`config.mk`:
```
export PLATFORM = sky130hd
export DESIGN_NAME = pe_output_drain_flat
export DESIGN_NICKNAME = d
export VERILOG_FILES = /design/src/rtl/pe_output_drain_if.sv /design/src/rtl/pe_output_drain.sv /design/src/flat_wrapper.sv
export SDC_FILE = /design/constraint.sdc
export NUM_CORES = 1
export LEC_CHECK = 0
export CAP_MARGIN = 20
export CORE_MARGIN = 2
export CORE_UTILIZATION = 44
export DETAILED_ROUTE_END_ITERATION = 10
export PLACE_DENSITY = 0.77
export REMOVE_ABC_BUFFERS = 1
export SLEW_MARGIN = 20
export SYNTH_ARGS = -nofsm -noshare
export SYNTH_HDL_FRONTEND = slang
export SYNTH_SLANG_ARGS = --single-unit
```
`constraint.sdc`:
```
create_clock -name clk -period 2.6 [get_ports clk]
set_input_delay 0.65 -clock clk [delete_from_list [all_inputs] [get_ports clk]]
set_output_delay 0.65 -clock clk [all_outputs]
set_load 0.01 [all_outputs]
```
`src/rtl/pe_output_drain_if.sv`:
```
// Output BRAM write bus driven by the PE output drain.
// One write per cycle, no backpressure.
interface pe_output_drain_if #(
    parameter int DW     = 16,
    parameter int ADDR_W = 10
);
    logic              bram_we;
    logic [ADDR_W-1:0] bram_addr;
    logic [DW-1:0]     bram_din;

    modport master (
        output bram_we,
        output bram_addr,
        output bram_din
    );

    modport slave (
        input bram_we,
        input bram_addr,
        input bram_din
    );
endinterface

```
`src/rtl/pe_output_drain.sv`:
```
// Drains output-stationary PE psums out of the chain tail
// into output BRAM in PE-index order, with optional ReLU.
module pe_output_drain #(
    parameter int DW     = 16,
    parameter int N_PE   = 16,
    parameter int ADDR_W = 10,
    localparam int CW    = $clog2(N_PE + 1)
) (
    input  logic              clk,
    input  logic              rst,
    input  logic              start,
    input  logic [ADDR_W-1:0] base_addr,
    input  logic [CW-1:0]     pe_count,
    input  logic              relu_en,
    input  logic              clear_after,
    input  logic [DW-1:0]     chain_tail_in,
    output logic              output_eject_ctrl,
    output logic              en_out,
    output logic              clear_psum,
    output logic              busy,
    output logic              done,
    pe_output_drain_if.master bram
);

    typedef enum logic [2:0] {
        S_IDLE,
        S_LOAD,
        S_SHIFT,
        S_FLUSH,
        S_DONE
    } state_t;

    state_t            state_q, state_d;
    logic [CW-1:0]     cnt_q, cnt_d;
    logic [CW-1:0]     len_q, len_d;
    logic [ADDR_W-1:0] base_q, base_d;
    logic              relu_q, relu_d;
    logic              clr_q, clr_d;
    logic              we_q, we_d;
    logic [ADDR_W-1:0] addr_q, addr_d;
    logic [DW-1:0]     din_q, din_d;
    logic [CW-1:0]     offset;
    logic [CW-1:0]     eff_len;

    // Words leave the tail highest index first, so the
    // address counts down from base+len-1 to base.
    always_comb begin
        offset = len_q - cnt_q - CW'(1);
        eff_len = pe_count;
        if (pe_count == '0 || pe_count > CW'(N_PE)) begin
            eff_len = CW'(N_PE);
        end
    end

    // Next-state, capture and chain control.
    always_comb begin
        state_d           = state_q;
        cnt_d             = cnt_q;
        len_d             = len_q;
        base_d            = base_q;
        relu_d            = relu_q;
        clr_d             = clr_q;
        we_d              = 1'b0;
        addr_d            = addr_q;
        din_d             = din_q;
        output_eject_ctrl = 1'b0;
        en_out            = 1'b0;
        clear_psum        = 1'b0;
        busy              = 1'b0;
        done              = 1'b0;
        unique case (state_q)
            S_IDLE: begin
                if (start) begin
                    len_d   = eff_len;
                    base_d  = base_addr;
                    relu_d  = relu_en;
                    clr_d   = clear_after;
                    cnt_d   = '0;
                    state_d = S_LOAD;
                end
            end
            S_LOAD: begin
                output_eject_ctrl = 1'b1;
                en_out            = 1'b1;
                busy              = 1'b1;
                state_d           = S_SHIFT;
            end
            S_SHIFT: begin
                en_out = 1'b1;
                busy   = 1'b1;
                // Psums are already in the output registers,
                // so the accumulators may be cleared now.
                clear_psum = clr_q && (cnt_q == '0);
                we_d   = 1'b1;
                addr_d = base_q + ADDR_W'(offset);
                din_d  = (relu_q && chain_tail_in[DW-1])
                         ? '0 : chain_tail_in;
                cnt_d  = cnt_q + CW'(1);
                if (cnt_q == len_q - CW'(1)) begin
                    state_d = S_FLUSH;
                end
            end
            S_FLUSH: begin
                busy    = 1'b1;
                state_d = S_DONE;
            end
            S_DONE: begin
                done    = 1'b1;
                state_d = S_IDLE;
            end
            default: state_d = S_IDLE;
        endcase
    end

    // State, latched config and registered BRAM write.
    always_ff @(posedge clk or negedge rst) begin
        if (!rst) begin
            state_q <= S_IDLE;
            cnt_q   <= '0;
            len_q   <= '0;
            base_q  <= '0;
            relu_q  <= 1'b0;
            clr_q   <= 1'b0;
            we_q    <= 1'b0;
            addr_q  <= '0;
            din_q   <= '0;
        end else begin
            state_q <= state_d;
            cnt_q   <= cnt_d;
            len_q   <= len_d;
            base_q  <= base_d;
            relu_q  <= relu_d;
            clr_q   <= clr_d;
            we_q    <= we_d;
            addr_q  <= addr_d;
            din_q   <= din_d;
        end
    end

    assign bram.bram_we   = we_q;
    assign bram.bram_addr = addr_q;
    assign bram.bram_din  = din_q;

endmodule

```
`src/flat_wrapper.sv`:
```
// flat-port wrapper written by rule: the top's interface ports become plain ports
module pe_output_drain_flat 
#(
    parameter int DW     = 16,
    parameter int N_PE   = 16,
    parameter int ADDR_W = 10,
    localparam int CW    = $clog2(N_PE + 1)
)
  (clk, rst, start, base_addr, pe_count, relu_en, clear_after, chain_tail_in, output_eject_ctrl, en_out, clear_psum, busy, done, bram_bram_we, bram_bram_addr, bram_bram_din);
  pe_output_drain_if #(.DW(DW), .ADDR_W(ADDR_W)) bram_i ();
  input  logic clk;
  input  logic rst;
  input  logic start;
  input  logic [ADDR_W-1:0] base_addr;
  input  logic [CW-1:0] pe_count;
  input  logic relu_en;
  input  logic clear_after;
  input  logic [DW-1:0] chain_tail_in;
  output logic output_eject_ctrl;
  output logic en_out;
  output logic clear_psum;
  output logic busy;
  output logic done;
  output wire logic [$bits(bram_i.bram_we)-1:0] bram_bram_we;
  output wire logic [$bits(bram_i.bram_addr)-1:0] bram_bram_addr;
  output wire logic [$bits(bram_i.bram_din)-1:0] bram_bram_din;
  assign bram_bram_we = bram_i.bram_we;
  assign bram_bram_addr = bram_i.bram_addr;
  assign bram_bram_din = bram_i.bram_din;
  pe_output_drain #(.DW(DW), .N_PE(N_PE), .ADDR_W(ADDR_W)) u_core (.clk(clk), .rst(rst), .start(start), .base_addr(base_addr), .pe_count(pe_count), .relu_en(relu_en), .clear_after(clear_after), .chain_tail_in(chain_tail_in), .output_eject_ctrl(output_eject_ctrl), .en_out(en_out), .clear_psum(clear_psum), .busy(busy), .done(done), .bram(bram_i));
endmodule
```
==> impl_metrics.ini <==
[timing]
fin_skew_ns = 0.00494
finalCriticalPeriod_ns = 2.57
worstMarginPinSlew_ns = 0.787
timing.final.max_slew_violations = 0
maxSlewHeadroom_pct = 47.5
period_share_pct = 98.8
rsz0062_at_grt = true
max_freq_mhz = 389
setup_viol = 0
finalHoldViolations = 0
hold_slack_ns = 0.411

[power]
power.share.combinational_pct = 63.8
leakagePower_nw = 1.70
p_seq_share_pct = 27.5
clkPwrFrac_pct = 8.7
p_int_w = 0.00303
power.density_nw_per_um2 = 1470
ir_drop_mv = 0.668
p_sw_share_pct = 44.1
p_switching_w = 0.00239

[floorplan]
start_util_pct = 45.2
core_area_um2 = 5890
die_w_um = 81.8
dieArea_um2 = 6690
dieHeight_um = 81.8
io_pins = 68
rows = 28

[layout]
finalNonFillerCells = 448
diodes = 0
final_area_um2 = 3700
nets = 424
drive_above_1_share_pct = 13.9
fill_cells = 499
area_growth_pct = 39.0
multi_input_area_um2 = 1390
seq_area_um2 = 1300

[setup_path]
crit_required_ns = 2.78
worstSetupPathDepth = 11
endpoint = u_core.bram.bram_addr[5]$_DFFE_PN0P_
reg2reg_from = u_core.cnt_q[0]$_DFFE_PN0P_
crit_fanout = 2
cp_slowest_stage_delay_ns = 0.56
reg2reg_to = u_core.bram.bram_addr[5]$_DFFE_PN0P_
slowest_stage = fa_2
crit_family = adder cells
arrival_ns = 2.75
reg2regPathDepth = 11
crit_start = u_core.cnt_q[0]$_DFFE_PN0P_
rrSetupSlack_ns = 0.03
endpoint_kind = flip-flop
start_kind = flip-flop
cp_num_buf_inv = 3
crit_type = reg -> reg
cp_cell_sequence = inv_2 -> ha_4 -> inv_2 -> fa_2 -> inv_1 -> ha_4 -> a211oi_4 -> o21bai_1 -> a21oi_2 -> xor2_1 -> o21ai_0

[placement]
io_buffers = 67
post-place-cells = 434
dpl.hpwl_um = 4280
globalplace.congestion = 0.875
postPlaceCellArea_um2 = 3430

[logic_synthesis]
synth_top_area_share_pct = 48.9
synth_edf_count = 0
synth_top_family_by_area = simple AND/OR/NAND/NOR gates
syn_avg_cell_area_um2 = 8.96
synthesis.area_um2 = 2660
synthMuxAreaShare_pct = 0
yosysSeqAreaShare_pct = 48.9
yosysMostFrequentCell = nand2_1
synth-simple-area-share_pct = 25.2
synth-seq-cells = 52
async_reset_ff_share_pct = 100
synth_xor_area_share_pct = 5.26
synth_ff_type = dfrtp_1
synth_area_leaders = dfrtp_1 (49%), nand2_1 (13%), ha_1 (6.6%)
yosys.area.top_type = dfrtp_1
synth-compound-area-share_pct = 8.60
synth_adder_area_share_pct = 8.08
synthCells = 297
synth_common_cells = nand2_1 (91), dfrtp_1 (52), nand3_1 (24), o21ai_0 (15), ha_1 (14)
ys_types = 39
yosys_warnings = 0

[drt]
first_pass_iters = 5
wl_per_cell_um = 14.3
drtIter0Drc = 166
drtAntennaViolNets = 0
wl_um = 6400
drc = 0
vias = 2363
viasPerCell = 5.27

[cts]
cts_buffers = 5
holdBufCountCts = 0
clk_root_buffer_cell = clkbuf_8
cts_tree = done
cts_sinks = 52
clk_path_buf_depth = 2
clock_latency_ns = 0.31
htreeDepth = 2
clkTransAtPathRegs_ns = 0.10

[grt]
overflow = 0
grt_start_max_net_pins = 42
grt_pass1_wl_um = 9720
antenna_found_initial = 0
grt_use_total_pct = 19.0
grt_pass1_vias = 2201

[run_status]
outcome = completed

[job]
cap_violations = 0

[min_path]
hold_path.class = in -> async
final cells by class:
cell class | count | area share, %
clock inverters | 3 | 0.642
flip-flops and latches | 52 | 35.2
well taps | 75 | 2.54
multi-input cells | 219 | 37.5
inverters | 13 | 1.32
clock buffers | 5 | 1.86
repair buffers | 81 | 20.9
what timing repair did:
action / CTS / global route
pin swaps: 4 / 17
setup buffers: 1 / 5
gates resized for setup: 7 / 23
gates cloned: 0 / 0
endpoints found under the setup margin: 3 / 6
per-layer routing:
layer | routed length [um] | part of all wire, % | track usage, %
met1 | 2750 | 43 | 23.2
met4 | 182 | 2.8 | 7.00
met5 | 0 | 0 | 0
met2 | 3120 | 49 | 32.9
met3 | 346 | 5.4 | 4.29
power by group through the flow:
stage	clock, W	combinational [W]	sequential [W]
6_report	0.000470	0.00346	0.00149
5_1_grt	0.000520	0.00377	0.00154
4_1_cts	0.000478	0.00293	0.00148
3_5_place_dp	0	0.00275	0.00149
3_3_place_gp	0	0.00268	0.00147
2_1_floorplan	0	0.00165	0.00154
worst min-delay path by stage:
stage	start	end	slack [ns]
floorplan	rst	u_core.base_q[0]$_DFFE_PN0P_	0.35
global placement	u_core.bram.bram_din[15]$_DFFE_PN0P_	u_core.bram.bram_din[15]$_DFFE_PN0P_	0.45
global route	rst	u_core.cnt_q[3]$_DFFE_PN0P_	0.47
finish	rst	u_core.bram.bram_addr[9]$_DFFE_PN0P_	0.41
CTS	rst	u_core.clr_q$_DFFE_PN0P_	0.45
detailed placement	u_core.bram.bram_din[4]$_DFFE_PN0P_	u_core.bram.bram_din[4]$_DFFE_PN0P_	0.46
kinds of logic after synthesis:
| group | after synthesis |
|---|---|
| fa+ha+maj | 16 |
| xor+xnor | 16 |
| buf+inv | 26 |
| flops | 52 |
| simple gates | 148 |
| compound gates | 39 |
through the flow:
| step | util, % | TNS, ns | worst slack [ns] | total power (W) |
|---|---|---|---|---|
| after floorplan | - | 0 | 0.120 | 0.00319 |
| after global placement | 58.3 | 0 | 0.0794 | 0.00415 |
| after detailed placement | 58.3 | 0 | 0.00187 | 0.00424 |
| after CTS | 60.4 | 0 | 0.00682 | 0.00489 |
| after global routing | 62.9 | -0.148 | -0.0578 | 0.00583 |
| final | 62.9 | 0 | 0.0306 | 0.00543 |
state kept, by name (all words and copies together), names as in the netlist:
name	cells
u_core.base_q	10
u_core.bram.bram_addr	10
u_core.bram.bram_din	16
u_core.bram.bram_we	1
u_core.clr_q	1
u_core.cnt_q	5
u_core.len_q	5
u_core.relu_q	1
u_core.state_q	3
cell usage in the layout (no fill, tap or decap), types with 2 or more instances in the layout:
cell type / instances
ha_4: 4
inv_1: 9
nand3b_1: 6
o21ai_0: 13
nor2_2: 2
nand4_1: 2
buf_4: 14
a21oi_1: 3
a21oi_2: 4
clkdlybuf4s50_1: 65
nand2_2: 2
a21o_1: 3
nand2_1: 90
clkbuf_8: 5
dfrtp_2: 2
or4_1: 2
inv_2: 4
nand2b_1: 2
clkinvlp_4: 2
a31oi_1: 2
xor2_1: 5
o31ai_1: 2
nor2_1: 8
dfrtp_1: 50
o21ai_1: 5
nand3_1: 23
ha_1: 9
xnor2_1: 10
Note: power is estimated with default switching activity, not from simulation.
